==> config.mk <==
export PLATFORM = sky130hd
export DESIGN_NAME = vpifo_task_arbiter
export DESIGN_NICKNAME = d
export VERILOG_FILES = /design/src/rtl/vpifo_task_arbiter.sv
export SDC_FILE = /design/constraint.sdc
export NUM_CORES = 1
export LEC_CHECK = 0
export CAP_MARGIN = 10
export CORE_MARGIN = 2
export CORE_UTILIZATION = 60
export CTS_CLUSTER_DIAMETER = 100
export DETAILED_ROUTE_END_ITERATION = 12
export DONT_BUFFER_PORTS = 1
export HOLD_SLACK_MARGIN = 0.02
export PLACE_DENSITY = 0.8
export REMOVE_ABC_BUFFERS = 1
export SKIP_LAST_GASP = 1
export SYNTH_ARGS = -nofsm -noshare
export SYNTH_HDL_FRONTEND = slang
export SYNTH_SLANG_ARGS = --single-unit
==> constraint.sdc <==
create_clock -name clk -period 5.2 [get_ports clk]
set_input_delay 0.78 -clock clk [delete_from_list [all_inputs] [get_ports clk]]
set_output_delay 0.78 -clock clk [all_outputs]
set_load 0.02 [all_outputs]
==> src/rtl/vpifo_task_arbiter.sv <==
// Round-robin arbiter that turns per-tree push/pop requests into task words
// for a downstream task FIFO, tracking the logical occupancy of each tree.
module vpifo_task_arbiter #(
    parameter int unsigned PTW      = 16,
    parameter int unsigned MTW      = 16,
    parameter int unsigned TREE_NUM = 4,
    parameter int unsigned TREE_CAP = 1024,
    parameter int unsigned BUF_SIZE = 8
) (
    input  logic                                       clk,
    input  logic                                       rst,
    input  logic [TREE_NUM-1:0]                        i_push,
    input  logic [TREE_NUM-1:0]                        i_pop,
    input  logic [TREE_NUM*(PTW+MTW)-1:0]              i_push_data,
    output logic [TREE_NUM-1:0]                        o_ack,
    output logic                                       o_ack_is_push,
    input  logic [$clog2(BUF_SIZE):0]                  i_fifo_count,
    output logic                                       o_wr_en,
    output logic [PTW+MTW+$clog2(TREE_NUM):0]          o_task,
    output logic [TREE_NUM*$clog2(TREE_CAP+1)-1:0]     o_tree_cnt,
    output logic [TREE_NUM-1:0]                        o_tree_empty,
    output logic [TREE_NUM-1:0]                        o_tree_full
);

    localparam int unsigned TREE_NUM_BITS = $clog2(TREE_NUM);
    localparam int unsigned CNT_W         = $clog2(TREE_CAP + 1);
    localparam int unsigned BUF_WIDTH     = $clog2(BUF_SIZE);
    localparam int unsigned DW            = PTW + MTW;
    localparam int unsigned SUM_W         = BUF_WIDTH + 2;

    logic [TREE_NUM_BITS-1:0] rr_ptr;
    logic [CNT_W-1:0]         cnt [TREE_NUM];
    logic [DW-1:0]            push_data [TREE_NUM];
    logic [TREE_NUM-1:0]      pop_elig;
    logic [TREE_NUM-1:0]      push_elig;
    logic                     permit;
    logic                     gnt_vld;
    logic [TREE_NUM_BITS-1:0] gnt_idx;
    logic                     gnt_push;
    logic [TREE_NUM_BITS-1:0] cand_idx;
    logic [DW-1:0]            task_data;

    // Per-tree eligibility: pops need a non-empty tree, pushes a non-full one.
    always_comb begin
        for (int t = 0; t < TREE_NUM; t++) begin
            push_data[t] = i_push_data[t*DW +: DW];
            pop_elig[t]  = i_pop[t]  && (cnt[t] != '0);
            push_elig[t] = i_push[t] && (cnt[t] != CNT_W'(TREE_CAP));
        end
    end

    // Grant only if the FIFO still has room once the in-flight write lands.
    assign permit = (SUM_W'(i_fifo_count) + SUM_W'(o_wr_en)) < SUM_W'(BUF_SIZE);

    // Round-robin search from rr_ptr; pop wins over push within a tree.
    always_comb begin
        gnt_vld  = 1'b0;
        gnt_idx  = '0;
        gnt_push = 1'b0;
        cand_idx = '0;
        if (permit && !rst) begin
            for (int i = 0; i < TREE_NUM; i++) begin
                cand_idx = rr_ptr + TREE_NUM_BITS'(i);
                if (!gnt_vld && (pop_elig[cand_idx] || push_elig[cand_idx])) begin
                    gnt_vld  = 1'b1;
                    gnt_idx  = cand_idx;
                    gnt_push = !pop_elig[cand_idx];
                end
            end
        end
    end

    // One-hot acknowledge in the grant cycle.
    always_comb begin
        o_ack         = '0;
        o_ack_is_push = gnt_vld && gnt_push;
        if (gnt_vld) begin
            o_ack[gnt_idx] = 1'b1;
        end
    end

    // Payload carried into the task word; pops carry zero data.
    always_comb begin
        task_data = '0;
        if (gnt_push) begin
            task_data = push_data[gnt_idx];
        end
    end

    // Task register, round-robin pointer and per-tree occupancy counters.
    always_ff @(posedge clk or posedge rst) begin
        if (rst) begin
            o_wr_en <= 1'b0;
            o_task  <= '0;
            rr_ptr  <= '0;
            for (int t = 0; t < TREE_NUM; t++) begin
                cnt[t] <= '0;
            end
        end else begin
            o_wr_en <= gnt_vld;
            if (gnt_vld) begin
                o_task  <= {gnt_push, gnt_idx, task_data};
                rr_ptr  <= gnt_idx + TREE_NUM_BITS'(1);
                if (gnt_push) begin
                    cnt[gnt_idx] <= cnt[gnt_idx] + CNT_W'(1);
                end else begin
                    cnt[gnt_idx] <= cnt[gnt_idx] - CNT_W'(1);
                end
            end else begin
                o_task <= '0;
            end
        end
    end

    // Flattened occupancy and status flags.
    for (genvar t = 0; t < TREE_NUM; t++) begin : g_tree
        assign o_tree_cnt[t*CNT_W +: CNT_W] = cnt[t];
        assign o_tree_empty[t] = (cnt[t] == '0);
        assign o_tree_full[t]  = (cnt[t] == CNT_W'(TREE_CAP));
    end

endmodule

-- Word-level counts from Yosys, hierarchy flattened
Cells that the tools add are included.
- add/sub/neg operators: 7
- magnitude comparators: 9
- equal/unequal tests: 8
- multiplexer cells: 50
- bitwise operators: 1
- reduce and logical (&&, ||, !) cells: 35
- operator list (kind ; count):
    $mux W32 ; 3
    $bwmux W44 ; 2
    $bmux W32 S2 ; 1
    $eq A11 B11 Y1 const B ; 4
    $logic_not A11 Y1 ; 4
    $mux W44 ; 1
    $ne A11 B11 Y1 const B ; 4
    $reduce_bool A11 Y1 ; 4
    $mux W35 ; 1
    $mux W11 ; 3
    $bmux W11 S2 ; 1
    $demux W11 S2 ; 1
    $mux W1 ; 22
    $bmux W1 S2 ; 8
    $logic_and A1 B1 Y1 ; 15
    $lt A2 B3 Y1 const B ; 5
    $add A11 B1 Y11 const B ; 1
    $sub A11 B1 Y11 const B ; 1
    $mux W2 ; 5
    $logic_not A1 Y1 ; 8
    $add A4 B1 Y5 ; 1
    $lt A5 B4 Y1 const B ; 1
    $add A2 B1 Y2 const B ; 2
    $add A2 B2 Y2 const B ; 2
    7 further kinds ; 10
- register bits: 82
- input port bits: 142
- output and inout port bits: 93
- word-level logic and storage cells: 117

-- Depth between registers and ports, before layout
- depth after elaboration: 26
- mapped depth: 18
- mapped depth without buffers: 15

-- Worst setup path after synthesis
OpenSTA, ideal clock, no wires.
- path kind: register to output
- start: reg cnt (netlist bit o_tree_cnt[34])
- end: out o_ack[1]
- arrival time: 3.577 ns
- data required time: 4.420 ns
- setup slack: 0.843 ns
- stages on the path, launching flop included: 14
- path buffers: 3
- cells stage by stage: dfrtp_1 > nor4_1 > and4b_1 > a2bb2oi_1 > a2111oi_2 > a2111oi_4 > and2_1 > buf_6 > inv_2 > clkbuf_1 > clkbuf_1 > ha_1 > nand2_1 > clkinv_1
- cells in the longest elaborated chain, start to end: 24
- elaborated cells on any way between the ends: 49
- those cells by class: order compare (2); eq/ne (1); mux (32); reduce/logical (14)
- RTL lines (item ; line ; text):
    start: declaration ; 32 ; logic [CNT_W-1:0] cnt [TREE_NUM];
    start signal: indexed assignment ; 105 ; cnt[gnt_idx] <= cnt[gnt_idx] + CNT_W'(1);
    start signal: indexed assignment ; 107 ; cnt[gnt_idx] <= cnt[gnt_idx] - CNT_W'(1);
    $ne A11 B11 Y1 or $reduce_bool A11 Y1 (tied branches) ; 48, 47 ;
    $logic_and A1 B1 Y1 (on tied branches) ; 48, 47 ;
    $bmux W1 S2 ; 64 ; if (!gnt_vld && (pop_elig[cand_idx] || push_elig[cand_idx])) begin
    $mux W1 (implied by the code) ; 64 ;
    $logic_or A1 B1 Y1 ; 64 ;
    $mux W1 ; 64 ;
    $mux W1 ; 61 ; if (permit && !rst) begin
    $logic_not A1 Y1 ; 64 ;
    [8 not listed] ; -- ;
    $logic_and A1 B1 Y1 ; 64 ;
    $mux W2 ; 64 ;
    $mux W2 ; 61 ;
    $lt A2 B3 Y1 (implied by the code) or $ge A2 B1 Y1 (tied branches) ; 78 ; o_ack[gnt_idx] = 1'b1;
    $logic_and A1 B1 Y1 (implied by the code) ; 78 ;
    $mux W1 (implied by the code) ; 78 ;
    $demux W1 S2 ; 78 ;
    $mux W4 * ; 77 ; if (gnt_vld) begin
    end: declaration ; 15 ; output logic [TREE_NUM-1:0] o_ack,
Every way passes the cells marked *; elsewhere a longest branch is shown, timed or not. The select of a mux whose other input is x is not followed.

-- Worst setup path after layout
- start: reg cnt (netlist bit o_tree_cnt[18])
- end: out o_ack[0]
The elaborated chain is that of the path after synthesis.

==> qor.yml <==
logic_synthesis:
  ys_top_cells_by_count: "174 x nand2_1, 82 x dfrtp_1, 45 x and3_1, 39 x clkbuf_1, 32 x a311oi_1"
  ys_warn_count: 0
  synthArstFlopShare: 1.000
  synth-main-ff-cell: "dfrtp_1"
  yosysTopAreaCellShare: 0.3625
  ys_types: 73
  avgSynthCellArea_um2: 8.324
  ys_ff_latch: 82
  ys_top_cells_by_area: "dfrtp_1 36%, nand2_1 12%, and3_1 5.0%"
  yosysMostFrequentCell: "nand2_1"
  synth_area_leader_cell: "dfrtp_1"
  seq_area_frac_synth: 0.3625
  synth_area_um2: 5660
  syn_inst: 680
  synth_edf_count: 0
cells_and_area:
  final_nets: 820
  drive_gt1_frac: 0.1462
  seqCellArea_um2: 2052
  area_growth_syn_to_layout_pct: 7.294
  multi_input_area_um2: 3319
  antenna_cells: 0
  n_fill_cell: 770
floorplan:
  initial_core_util: 0.6155
  rows: 35
  boundaryPins: 235
  die_h_um: 101.1
  die_w_um: 101.1
  die-area_um2: 10230
  coreArea_um2: 9196
clock_network:
  clkTransAtPathRegs_ns: 0.09
  htreeDepth: 3
  cts_buffers: 9
  clock_sinks: 82
  cts_tree: "done"
  cts-root-buf: "clkbuf_8"
  clk_latency_ns: 0.37
  cts_setup_buffers: 0
  clockBufferDepth: 2
  postCtsHoldBufs: 0
critical_path:
  crit_family: "compound AO/OA/AOI/OAI gates"
  cp_max_fo: 13
  cp_data_arrival_time_ns: 4.15
  critPathBufInv: 4
  cpMaxStageDelayCell: "nor4_1"
  path_class: "reg2out"
  r2r_slack_ns: 0.30
  cpMostUsedCell: "buf_4"
  path_cells: "nor4_1 -> buf_4 -> a41oi_1 -> o21ai_2 -> o211ai_2 -> a2111oi_4 -> buf_4 -> and2_2 -> inv_2 -> ha_1 -> nand2_1 -> clkinv_1"
  crit_required_ns: 4.42
  worst_setup_path_start_kind: "register"
  worstSetupEndpointType: "output pin"
  cpPeakStageDelay_ns: 0.56
timing:
  fin_worst_skew_ns: 0.01947
  setup_violations: 0
  rsz0062_at_grt: "false"
  drv_slew: 0
  period_share: 0.9472
  max_clock_freq_mhz: 203.0
  hold_violations: 0
  setup_slack_ns: 0.2743
  final.min_clock_period_ns: 4.926
  worst_pin_slew_ns: 1.046
  whs_ns: 0.5561
  relSlewSlack: 0.3030
flow_run:
  cap_violations: 0
placed_design:
  gp_congestion: 1.036
  port_buffers: 0
  dp_worst_setup_slack_ns: 0.3385
  post-dp-hpwl_um: 13880
drt:
  routed_wirelength_um: 18840
  drc: 0
  ant_nets: 0
  vias: 5656
  drtIter0Drc: 511
  dr.pass1.iters: 6
  wire_per_inst_um: 23.90
  viasPerCell: 7.178
global_routing:
  grt_start_max_net_pins: 83
  grt_pass1_wl_um: 28030
  grt_antenna_before_repair: 0
  grt_pass1_vias: 5061
  grt_overflow_total: 0
  grt_usage: 0.3583
min_path:
  hold_path.class: "in2reg"
pwr:
  ir_worst_vdd_v: 0.0002430
  p_per_area_nw_per_um2: 603.8
  static-leakage-power_nw: 2.749
status:
  status: "finished, final reports clean"
==> cells in the final DEF (no fill, tap or decap), types with 10 or more instances in the layout <==
| cell type | n |
|---|---|
| nand2_1 | 174 |
| nand3_1 | 19 |
| nor2_1 | 19 |
| clkbuf_8 | 10 |
| buf_4 | 33 |
| inv_1 | 15 |
| mux2i_1 | 16 |
| mux2_2 | 17 |
| o21ai_0 | 29 |
| nand4_1 | 25 |
| dfrtp_1 | 82 |
| nor3_1 | 19 |
| and3_1 | 45 |
| a311oi_1 | 32 |
==> registers in the layout (all words and copies together), names as in the netlist, named ones only <==
signal      count
o_task         35
o_tree_cnt     40
o_wr_en         1
rr_ptr          2
==> timing repair <==
item | CTS | global route
resized for setup | 0 | 2
hold endpoints to repair | 0 | 0
setup endpoints to repair | 0 | 15
==> worst paths after layout <==
check,from,end,cells past startpoint
min reg2reg,o_tree_cnt[15]$_DFFE_PP0P_,o_tree_cnt[15]$_DFFE_PP0P_,3
max in group asynchronous,rst,o_tree_cnt[6]$_DFFE_PP0P_,2
min in group asynchronous,rst,o_task[34]$_DFF_PP0_,2
min,i_push_data[80],o_task[16]$_DFF_PP0_,2
max,o_tree_cnt[18]$_DFFE_PP0P_,o_ack[0],12
max reg2reg,o_tree_cnt[18]$_DFFE_PP0P_,o_tree_cnt[39]$_DFFE_PP0P_,17
==> per-stage QoR <==
stage	instance area [um^2]	std cells	utilization	power, W	TNS [ns]
floorplan	5441	628	-	0.002415	-50.82
global placement	5831	772	0.6340	0.003032	0
detailed placement	5831	772	0.6340	0.003071	0
CTS	6058	788	0.6588	0.003603	0
global route	6073	788	0.6604	0.003849	0
finish	6073	788	0.6604	0.003667	0
==> worst register-to-register path, stage by stage, from the launching register on <==
cell,delay [ns]
dfrtp_1,0.50
nor4_1,0.56
buf_4,0.22
a41oi_1,0.24
o21ai_2,0.40
o211ai_2,0.14
a2111oi_4,0.35
buf_4,0.24
and2_2,0.32
inv_2,0.13
o211a_4,0.29
inv_1,0.06
ha_1,0.13
inv_1,0.05
nor4_1,0.45
a22oi_1,0.18
xnor2_1,0.36
mux2_2,0.23
==> power breakdown <==
group	leakage [nW]	internal [W]	switching [W]	total [W]
registers	1.10	0.000819	0.000495	0.00131
clock network	0.112	0.000284	0.000250	0.000535
logic	1.53	0.000666	0.00115	0.00182
==> metal layers <==
layer / global-route usage / wire length [um]
met1: 0.4787 / 7215
met2: 0.5858 / 9145
met3: 0.07937 / 2001
met4: 0.1091 / 473
met5: 0 / 0
==> final cells by class <==
type,instances,area share
Inverter,23,0.01442
Timing Repair Buffer,33,0.04079
Clock buffer,10,0.02266
Tap cell,111,0.02287
Multi-Input combinational cell,523,0.5466
Clock inverter,6,0.01483
Sequential cell,82,0.3379
==> cells by family after synthesis <==
family | count (synthesis) | share of synthesized area
simple gates | 340 | 0.2964
xor+xnor | 7 | 0.01083
mux | 34 | 0.06609
flops | 82 | 0.3625
compound gates | 136 | 0.1970
buf+inv | 75 | 0.05393
fa+ha+maj | 6 | 0.01326
No activity file was read; power rests on OpenSTA's default activity.
